### src/rtl/seq_player.sv
// Sequence playback engine: replays the stored colour sequence on the LEDs,
// oldest item first, pacing each item and gap on the game-rate tick.
module seq_player #(
  parameter int P_SEQ_W     = 64,
  parameter int P_NIB       = 4,
  parameter int P_RND_W     = 4,
  parameter int P_ON_TICKS  = 1,
  parameter int P_GAP_TICKS = 1
) (
  input  logic               CLOCK_50,
  input  logic               reset_n,
  input  logic               tick,
  input  logic               start,
  input  logic [P_SEQ_W-1:0] seq,
  input  logic [P_RND_W-1:0] round,
  output logic [P_NIB-1:0]   leds,
  output logic               busy,
  output logic               done,
  output logic [P_RND_W-1:0] step
);

  localparam int P_ITEMS = P_SEQ_W / P_NIB;
  localparam int P_IDX_W = P_RND_W + 1;

  localparam logic [P_IDX_W-1:0] L_ITEMS = P_IDX_W'(P_ITEMS);
  localparam logic [P_IDX_W-1:0] L_ONE   = P_IDX_W'(1);
  localparam logic [3:0]         L_ON    = 4'(P_ON_TICKS - 1);
  localparam logic [3:0]         L_GAP   = 4'(P_GAP_TICKS - 1);

  typedef enum logic [1:0] {
    S_IDLE,
    S_SHOW,
    S_GAP,
    S_DONE
  } state_t;

  state_t               r_state;
  logic [P_SEQ_W-1:0]   r_seq;
  logic [P_IDX_W-1:0]   r_n;
  logic [P_RND_W-1:0]   r_step;
  logic [3:0]           r_cnt;
  logic [P_NIB-1:0]     r_leds;
  logic                 r_busy;
  logic                 r_done;

  logic [P_IDX_W-1:0]   w_n_in;
  logic [P_IDX_W-1:0]   w_start_idx;
  logic [P_IDX_W-1:0]   w_next_idx;
  logic                 w_last;

  // Items are packed newest-at-top, so the oldest of N items sits at index
  // ITEMS-N; one extra index bit keeps N=16 from wrapping to zero.
  assign w_n_in      = {1'b0, round} + L_ONE;
  assign w_start_idx = L_ITEMS - w_n_in;
  assign w_next_idx  = L_ITEMS - r_n + {1'b0, r_step} + L_ONE;
  assign w_last      = ({1'b0, r_step} == (r_n - L_ONE));

  function automatic logic [P_NIB-1:0] f_item(input logic [P_SEQ_W-1:0] s,
                                              input logic [P_IDX_W-1:0] idx);
    f_item = '0;
    for (int i = 0; i < P_ITEMS; i++) begin
      if (idx == P_IDX_W'(i)) f_item = s[i*P_NIB +: P_NIB];
    end
  endfunction

  // NOTE: all state here is updated with non-blocking assignments so every
  // branch reads the pre-edge values; a later assignment in the same branch
  // simply overrides an earlier default.
  always_ff @(posedge CLOCK_50 or negedge reset_n) begin
    if (!reset_n) begin
      r_state <= S_IDLE;
      r_seq   <= '0;
      r_n     <= '0;
      r_step  <= '0;
      r_cnt   <= '0;
      r_leds  <= '0;
      r_busy  <= 1'b0;
      r_done  <= 1'b0;
    end else begin
      case (r_state)
        S_IDLE: begin
          r_leds <= '0;
          r_busy <= 1'b0;
          r_done <= 1'b0;
          if (start) begin
            r_seq   <= seq;
            r_n     <= w_n_in;
            r_step  <= '0;
            r_cnt   <= '0;
            r_leds  <= f_item(seq, w_start_idx);
            r_busy  <= 1'b1;
            r_state <= S_SHOW;
          end
        end
        S_SHOW: begin
          if (tick) begin
            if (r_cnt == L_ON) begin
              r_cnt   <= '0;
              r_leds  <= '0;
              r_state <= S_GAP;
            end else begin
              r_cnt <= r_cnt + 4'd1;
            end
          end
        end
        S_GAP: begin
          if (tick) begin
            if (r_cnt == L_GAP) begin
              r_cnt <= '0;
              if (w_last) begin
                r_busy  <= 1'b0;
                r_done  <= 1'b1;
                r_state <= S_DONE;
              end else begin
                r_step  <= r_step + P_RND_W'(1);
                r_leds  <= f_item(r_seq, w_next_idx);
                r_state <= S_SHOW;
              end
            end else begin
              r_cnt <= r_cnt + 4'd1;
            end
          end
        end
        S_DONE: begin
          r_done  <= 1'b0;
          r_leds  <= '0;
          r_busy  <= 1'b0;
          r_state <= S_IDLE;
        end
        default: r_state <= S_IDLE;
      endcase
    end
  end

  assign leds = r_leds;
  assign busy = r_busy;
  assign done = r_done;
  assign step = r_step;

endmodule

### config.mk
export PLATFORM = sky130hd
export DESIGN_NAME = seq_player
export DESIGN_NICKNAME = d
export VERILOG_FILES = /design/src/rtl/seq_player.sv
export SDC_FILE = /design/constraint.sdc
export NUM_CORES = 1
export LEC_CHECK = 0
export ABC_CLOCK_PERIOD_IN_PS = 7700
export CAP_MARGIN = 0
export CORE_UTILIZATION = 59
export DETAILED_ROUTE_END_ITERATION = 6
export GPL_ROUTABILITY_DRIVEN = 0
export PLACE_DENSITY_LB_ADDON = 0.2
export REMOVE_ABC_BUFFERS = 1
export SLEW_MARGIN = 10
export SYNTH_ARGS = -nofsm -noshare
export SYNTH_HDL_FRONTEND = slang
export SYNTH_SLANG_ARGS = --single-unit
### constraint.sdc
create_clock -name CLOCK_50 -period 7.7 [get_ports CLOCK_50]
set_clock_uncertainty 0.1 [all_clocks]
set_input_delay 1.54 -clock CLOCK_50 [delete_from_list [all_inputs] [get_ports CLOCK_50]]
set_output_delay 1.54 -clock CLOCK_50 [all_outputs]
set_load 0.03 [all_outputs]
# After elaboration in Yosys (flattened, before gate mapping)
# Index checks and enable logic that the tools add are counted.
# Widths: inputs -> output; s select.
[word_totals]
input_bits = 72
out_inout_bits = 10
regBits = 85
wordCells = 138
[op_classes]
n_mux = 63
reduce_logical = 17
n_eq_ne = 42
add_sub_neg = 8
[op_table]
columns = ["operator", "n"]
rows = [
  ["$mux 4", 44],
  ["$eq 5x4->1 const B", 16],
  ["$eq 5x3->1 const B", 8],
  ["$eq 5x2->1 const B", 4],
  ["$pmux 4 s2", 2],
  ["$pmux 4 s4", 1],
  ["$reduce_and 5->1", 3],
  ["$ne 2x2->1 const B", 7],
  ["$mux 2", 6],
  ["$eq 5x1->1 const B", 2],
  ["$logic_not 5->1", 2],
  ["$sub 5x5->5 const A", 2],
  ["$add 4x1->4 const B", 2],
  ["$pmux 2 s4", 1],
  ["$reduce_and 4->1", 2],
  ["$mux 1", 7],
  ["$reduce_bool 2->1", 3],
  ["$add 4x1->5 const B", 1],
  ["$add 5x1->5 const B", 1],
  ["$add 5x4->5", 1],
  ["$eq 4x5->1", 1],
  ["$sub 5x1->5 const B", 1],
  ["$eq 2x2->1 const B", 2],
  ["$logic_not 4->1", 1],
  ["9 further kinds", 10],
]

# Depth between registers and ports, before layout
[depth]
depth_word = 24
mapped_depth = 13

# Least setup slack after synthesis
# No wires, ideal clock.
[synth_timing]
kind = "input-to-reg"
from = "input port round[0]"
to = "register r_leds[0], in the netlist leds[0]"
setup_ps = 67
path_slack_ps = 4152
required_time_ps = 7533
arrival_ps = 3381
cell_stages = 9
cell_sequence = "inv_1 -> ha_1 -> and2b_4 -> o21ai_2 -> mux2_4 -> a22oi_1 -> o21ai_0 -> a2111oi_1 -> a311o_1"
[synth_via]
elab_chain_cells = 21
elab_cells_between_ends = 36
classes_between = "2 x add/sub; 15 x eq/ne; 18 x mux; 1 x reduce/logical"
[synth_rtl]
columns = ["item", "line", "rtl"]
rows = [
  ["start: declaration", "15", "input logic [P_RND_W-1:0] round,"],
  ["$add 4x1->5 (*)", "53", "assign w_n_in = {1'b0, round} + L_ONE;"],
  ["via w_n_in[1]", "46", "logic [P_IDX_W-1:0] w_n_in;"],
  ["$sub 5x5->5 (*)", "54", "assign w_start_idx = L_ITEMS - w_n_in;"],
  ["$logic_not 5->1", "62", "if (idx == P_IDX_W'(i)) f_item = s[i*P_NIB +: P_NIB];"],
  ["$mux 4 (15 in series)", "62", ""],
  ["$mux 4 (*)", "62", ""],
  ["$mux 4 (*)", "85", "if (start) begin"],
  ["$pmux 4 s4 (*)", "80", "case (r_state)"],
  ["end signal: assignment", "90", "r_leds <= f_item(seq, w_start_idx);"],
  ["end signal: assignment", "116", "r_leds <= f_item(r_seq, w_next_idx);"],
  ["end: declaration", "42", "logic [P_NIB-1:0] r_leds;"],
]
# The timed path passes the listed nets; every way through them passes the cells marked *.
# A chain may end at the register's enable or synchronous reset.

# Final worst setup path
# Same ends and word-level chain as after synthesis.

==> results_tabular.tex <==
\begin{tabular}{lr}
\hline
Metric & Value \\
\hline
\multicolumn{2}{l}{\textbf{Pwr}} \\
\quad Max IR drop VDD & 0.250 mV \\
\quad Total power density per cell area & 431 nW/um\^{}2 \\
\quad P\_leak & 2.66 nW \\
\multicolumn{2}{l}{\textbf{Die}} \\
\quad Starting density of the core & 0.615 \\
\quad Number of core rows & 34 \\
\quad Die X-Extent & 97.8 microns \\
\quad Count of pins on the block boundary & 82 \\
\quad Die area & 9560 sq um \\
\quad Placeable core region & 8810 sq um \\
\quad Die Y & 97.8 microns \\
\multicolumn{2}{l}{\textbf{Routing}} \\
\quad Detailed-route DRC error count & 8 \\
\quad Vias per cell & 6.67 \\
\quad Total routed wirelength & 14800 microns \\
\quad Routed Antenna Nets & 0 \\
\quad DRT Pass-1 Iters & 7 \\
\quad DR WL/cell & 20.6 microns \\
\quad Via count of the routed design & 4804 \\
\quad First-iteration detailed-routing DRC count & 682 \\
\multicolumn{2}{l}{\textbf{Placement}} \\
\quad HPWL after detailed placement & 10600 microns \\
\quad Pre-CTS setup slack & 2960 ps \\
\quad Buffers on Ports & 81 \\
\multicolumn{2}{l}{\textbf{Global route}} \\
\quad Met3 track demand over resource & 0.0709 \\
\quad Global-route wire length before repair & 24300 microns \\
\quad Vias in the first global route & 4910 \\
\quad Overflow left after global routing & 0 \\
\quad Global routing usage on met1 & 0.399 \\
\quad Largest net degree at the start of global routing & 90 \\
\quad Initial antenna violation count & 0 \\
\quad Global-route layer with the greatest usage & met2 \\
\quad Met2 routing resource usage after global routing & 0.540 \\
\quad Overall routing resource usage & 0.327 \\
\multicolumn{2}{l}{\textbf{Timing}} \\
\quad Worst-margin pin slew & 1100 ps \\
\quad RSZ-0062 raised after global routing & false \\
\quad Final count of pins violating max slew & 0 \\
\quad Period Utilization, post-route & 0.598 \\
\quad FMAX & 0.217 GHz \\
\quad Slew headroom & 0.269 \\
\quad Hold Violations, Final & 0 \\
\quad Final Worst Setup Slack & 3090 ps \\
\quad Fin Hold WS & 392 ps \\
\quad Setup TNS Final & 0 ps \\
\quad Setup violations, final & 0 \\
\quad Tmin final & 4610 ps \\
\multicolumn{2}{l}{\textbf{Worst setup path}} \\
\quad Reg-to-Reg Start & step[1] \\
\quad Max Fanout on Critical Path & 24 \\
\quad Crit-path cells & clkdlybuf4s50\_1 > inv\_1 > ha\_1 > inv\_1 > a31oi\_1 > nand2\_1 > o21ai\_0 > o21ai\_0 > a2111oi\_1 > a311o\_1 \\
\quad Buffers plus inverters on the worst setup path & 3 \\
\quad Slack of the worst reg-to-reg path & 4210 ps \\
\quad CP Launch Point & round[0] \\
\quad Critical path's slowest cell & sky130\_fd\_sc\_hd\_\_ha\_1 \\
\quad Family of cells with the greatest summed delay on the critical path & compound AO/OA/AOI/OAI gates \\
\quad Data arrival time of the critical path & 4810 ps \\
\quad Critical path class & in2reg \\
\quad Required arrival time at the worst endpoint & 7900 ps \\
\quad Longest individual stage delay on the worst path & 770 ps \\
\quad Kind of end point of the critical path & register \\
\quad Startpoint Class & input pin \\
\multicolumn{2}{l}{\textbf{Clock network}} \\
\quad Cts repair resizes & 0 \\
\quad CTS tree & built \\
\quad Clock Tree Root & sky130\_fd\_sc\_hd\_\_clkbuf\_8 \\
\quad Clock transition time at the flip-flop clock pins of the worst setup and hold paths & 80 ps \\
\quad Clock sink count & 85 \\
\quad CTS HTree Levels & 3 \\
\quad Total of hold buffers inserted after clock tree synthesis & 0 \\
\quad Setup Buffers After CTS & 0 \\
\quad Worst skew pair latency & 360 ps \\
\quad TritonCTS buffer count & 9 \\
\quad Largest buffer count on any clock path & 2 \\
\multicolumn{2}{l}{\textbf{Finish}} \\
\quad Number of diodes & 0 \\
\quad Layout fillers & 637 \\
\quad Area delta synth->final & 18.6\% \\
\quad Final-stage net count & 701 \\
\quad Fraction of final layout cells with drive strength greater than 1 & 0.162 \\
\multicolumn{2}{l}{\textbf{Synth}} \\
\quad Number of enable flip-flop cells after synthesis & 0 \\
\quad Sequential cell area fraction in the yosys report & 0.393 \\
\quad Distinct cell type count after synthesis & 75 \\
\quad Primary FF master, synth & sky130\_fd\_sc\_hd\_\_dfrtp\_1 \\
\quad Average cell area after synthesis & 9.95 sq um \\
\quad Mapped Area & 5410 sq um \\
\quad Total number of yosys warnings & 0 \\
\quad Total of flip-flops plus latches after synthesis & 85 \\
\quad Number of cells produced by synthesis & 544 \\
\quad Share of async-settable or async-resettable flops after synthesis & 1.00 \\
\multicolumn{2}{l}{\textbf{Run}} \\
\quad Count of maximum capacitance violations & 0 \\
\multicolumn{2}{l}{\textbf{Status}} \\
\quad Failing checks & design-rule violations \\
\quad Run status & complete, but fails checks \\
\multicolumn{2}{l}{\textbf{Worst hold path}} \\
\quad Worst hold-check path type & reg2reg \\
\quad Hold Crit Start & r\_seq[54] \\
\hline
\end{tabular}
-- synth_stat cells, types with 3 or more instances --
cell / instances / area [sq um]
sky130_fd_sc_hd__a21oi_1: 24 / 120
sky130_fd_sc_hd__nand2b_1: 6 / 37.5
sky130_fd_sc_hd__a22oi_1: 9 / 67.6
sky130_fd_sc_hd__xor2_1: 8 / 70.1
sky130_fd_sc_hd__or3_1: 3 / 18.8
sky130_fd_sc_hd__o21a_1: 3 / 22.5
sky130_fd_sc_hd__o21ai_1: 3 / 15.0
sky130_fd_sc_hd__xnor2_1: 8 / 70.1
sky130_fd_sc_hd__nand3_1: 12 / 60.1
sky130_fd_sc_hd__o22ai_1: 5 / 31.3
sky130_fd_sc_hd__clkbuf_1: 16 / 60.1
sky130_fd_sc_hd__buf_4: 3 / 22.5
sky130_fd_sc_hd__nand2_1: 34 / 128
sky130_fd_sc_hd__nor3_1: 9 / 45.0
sky130_fd_sc_hd__a21o_1: 5 / 37.5
sky130_fd_sc_hd__a221oi_1: 9 / 78.8
sky130_fd_sc_hd__mux2_2: 59 / 664
sky130_fd_sc_hd__ha_1: 20 / 250
sky130_fd_sc_hd__mux2i_1: 10 / 100
sky130_fd_sc_hd__inv_1: 29 / 109
sky130_fd_sc_hd__nor2_1: 27 / 101
sky130_fd_sc_hd__a31oi_1: 12 / 75.1
sky130_fd_sc_hd__nor2b_1: 9 / 56.3
sky130_fd_sc_hd__o21ai_0: 50 / 250
sky130_fd_sc_hd__nand4_1: 5 / 31.3
sky130_fd_sc_hd__mux4_2: 5 / 113
sky130_fd_sc_hd__a211oi_1: 4 / 30.0
sky130_fd_sc_hd__buf_2: 9 / 45.0
sky130_fd_sc_hd__buf_1: 4 / 15.0
sky130_fd_sc_hd__dfrtp_1: 85 / 2130
-- cells by family (layout without fill, tap and decap cells) --
group / Yosys count / after routing / synth area share
AOI/OAI and AO/OA: 158 / 158 / 0.198
and+or+nand+nor: 124 / 124 / 0.116
DFF: 85 / 85 / 0.393
muxes: 77 / 77 / 0.169
buffers and inverters: 63 / 131 / 0.0481
adders and majority gates: 21 / 21 / 0.0499
xor gates and xnor gates: 16 / 16 / 0.0259
-- registers in the layout, summed over array words and instances, names as in the netlist --
register / cells
r_seq: 64
step: 4
busy: 1
leds: 4
r_state: 2
r_cnt: 4
done: 1
r_n: 5
-- per-stage QoR --
stage	instances	utilization	area [sq um]	total power, mW
2_1_floorplan	511	-	5260	1.90
3_3_place_gp	705	0.710	6250	2.37
3_5_place_dp	705	0.710	6250	2.43
4_1_cts	720	0.729	6420	2.73
5_1_grt	720	0.729	6420	2.95
6_report	720	0.729	6420	2.76
-- path summary, 6_finish.rpt --
path	depth (start not counted)	endpoint
max	10	leds[0]
min	2	r_seq[54]
max in group asynchronous	1	r_seq[33]
min in group asynchronous	1	r_cnt[3]
min reg2reg	2	r_seq[54]
max reg2reg	13	leds[1]
-- worst min-delay path, stage by stage, from the launching register on --
cell,delay (ps)
sky130_fd_sc_hd__dfrtp_1,350
sky130_fd_sc_hd__nand2_1,50
sky130_fd_sc_hd__o21ai_0,60
-- routing by layer --
layer	routed length [microns]	part of all wire
met1	5780	0.39
met2	7120	0.48
met3	1220	0.082
met4	691	0.047
met5	0	0
-- where the power goes --
group          switching, mW  internal [mW]
combinational          0.980          0.718
clock                  0.163          0.116
sequential             0.133          0.656
-- layout make-up --
class	instances	area [sq um]	area share
Clock inverter	5	38.8	0.00604
Sequential cell	85	2130	0.331
Inverter	30	113	0.0175
Clock buffer	10	128	0.0199
Timing Repair Buffer	86	846	0.132
Tap cell	108	135	0.0211
Multi-Input combinational cell	396	3030	0.472
-- placed cells by master (no fill, tap or decap), types with 8 or more instances in the layout --
cell type                         instances
sky130_fd_sc_hd__a21oi_1                 24
sky130_fd_sc_hd__a221oi_1                 9
sky130_fd_sc_hd__a22oi_1                  9
sky130_fd_sc_hd__a31oi_1                 12
sky130_fd_sc_hd__clkbuf_8                 9
sky130_fd_sc_hd__clkdlybuf4s50_1         80
sky130_fd_sc_hd__dfrtp_1                 85
sky130_fd_sc_hd__ha_1                    20
sky130_fd_sc_hd__inv_1                   29
sky130_fd_sc_hd__mux2_2                  59
sky130_fd_sc_hd__mux2i_1                 10
sky130_fd_sc_hd__nand2_1                 33
sky130_fd_sc_hd__nand3_1                 12
sky130_fd_sc_hd__nor2_1                  27
sky130_fd_sc_hd__nor2b_1                  9
sky130_fd_sc_hd__nor3_1                   9
sky130_fd_sc_hd__o21ai_0                 50
sky130_fd_sc_hd__xnor2_1                  8
sky130_fd_sc_hd__xor2_1                   8
No activity file was read; power rests on OpenSTA's default activity.
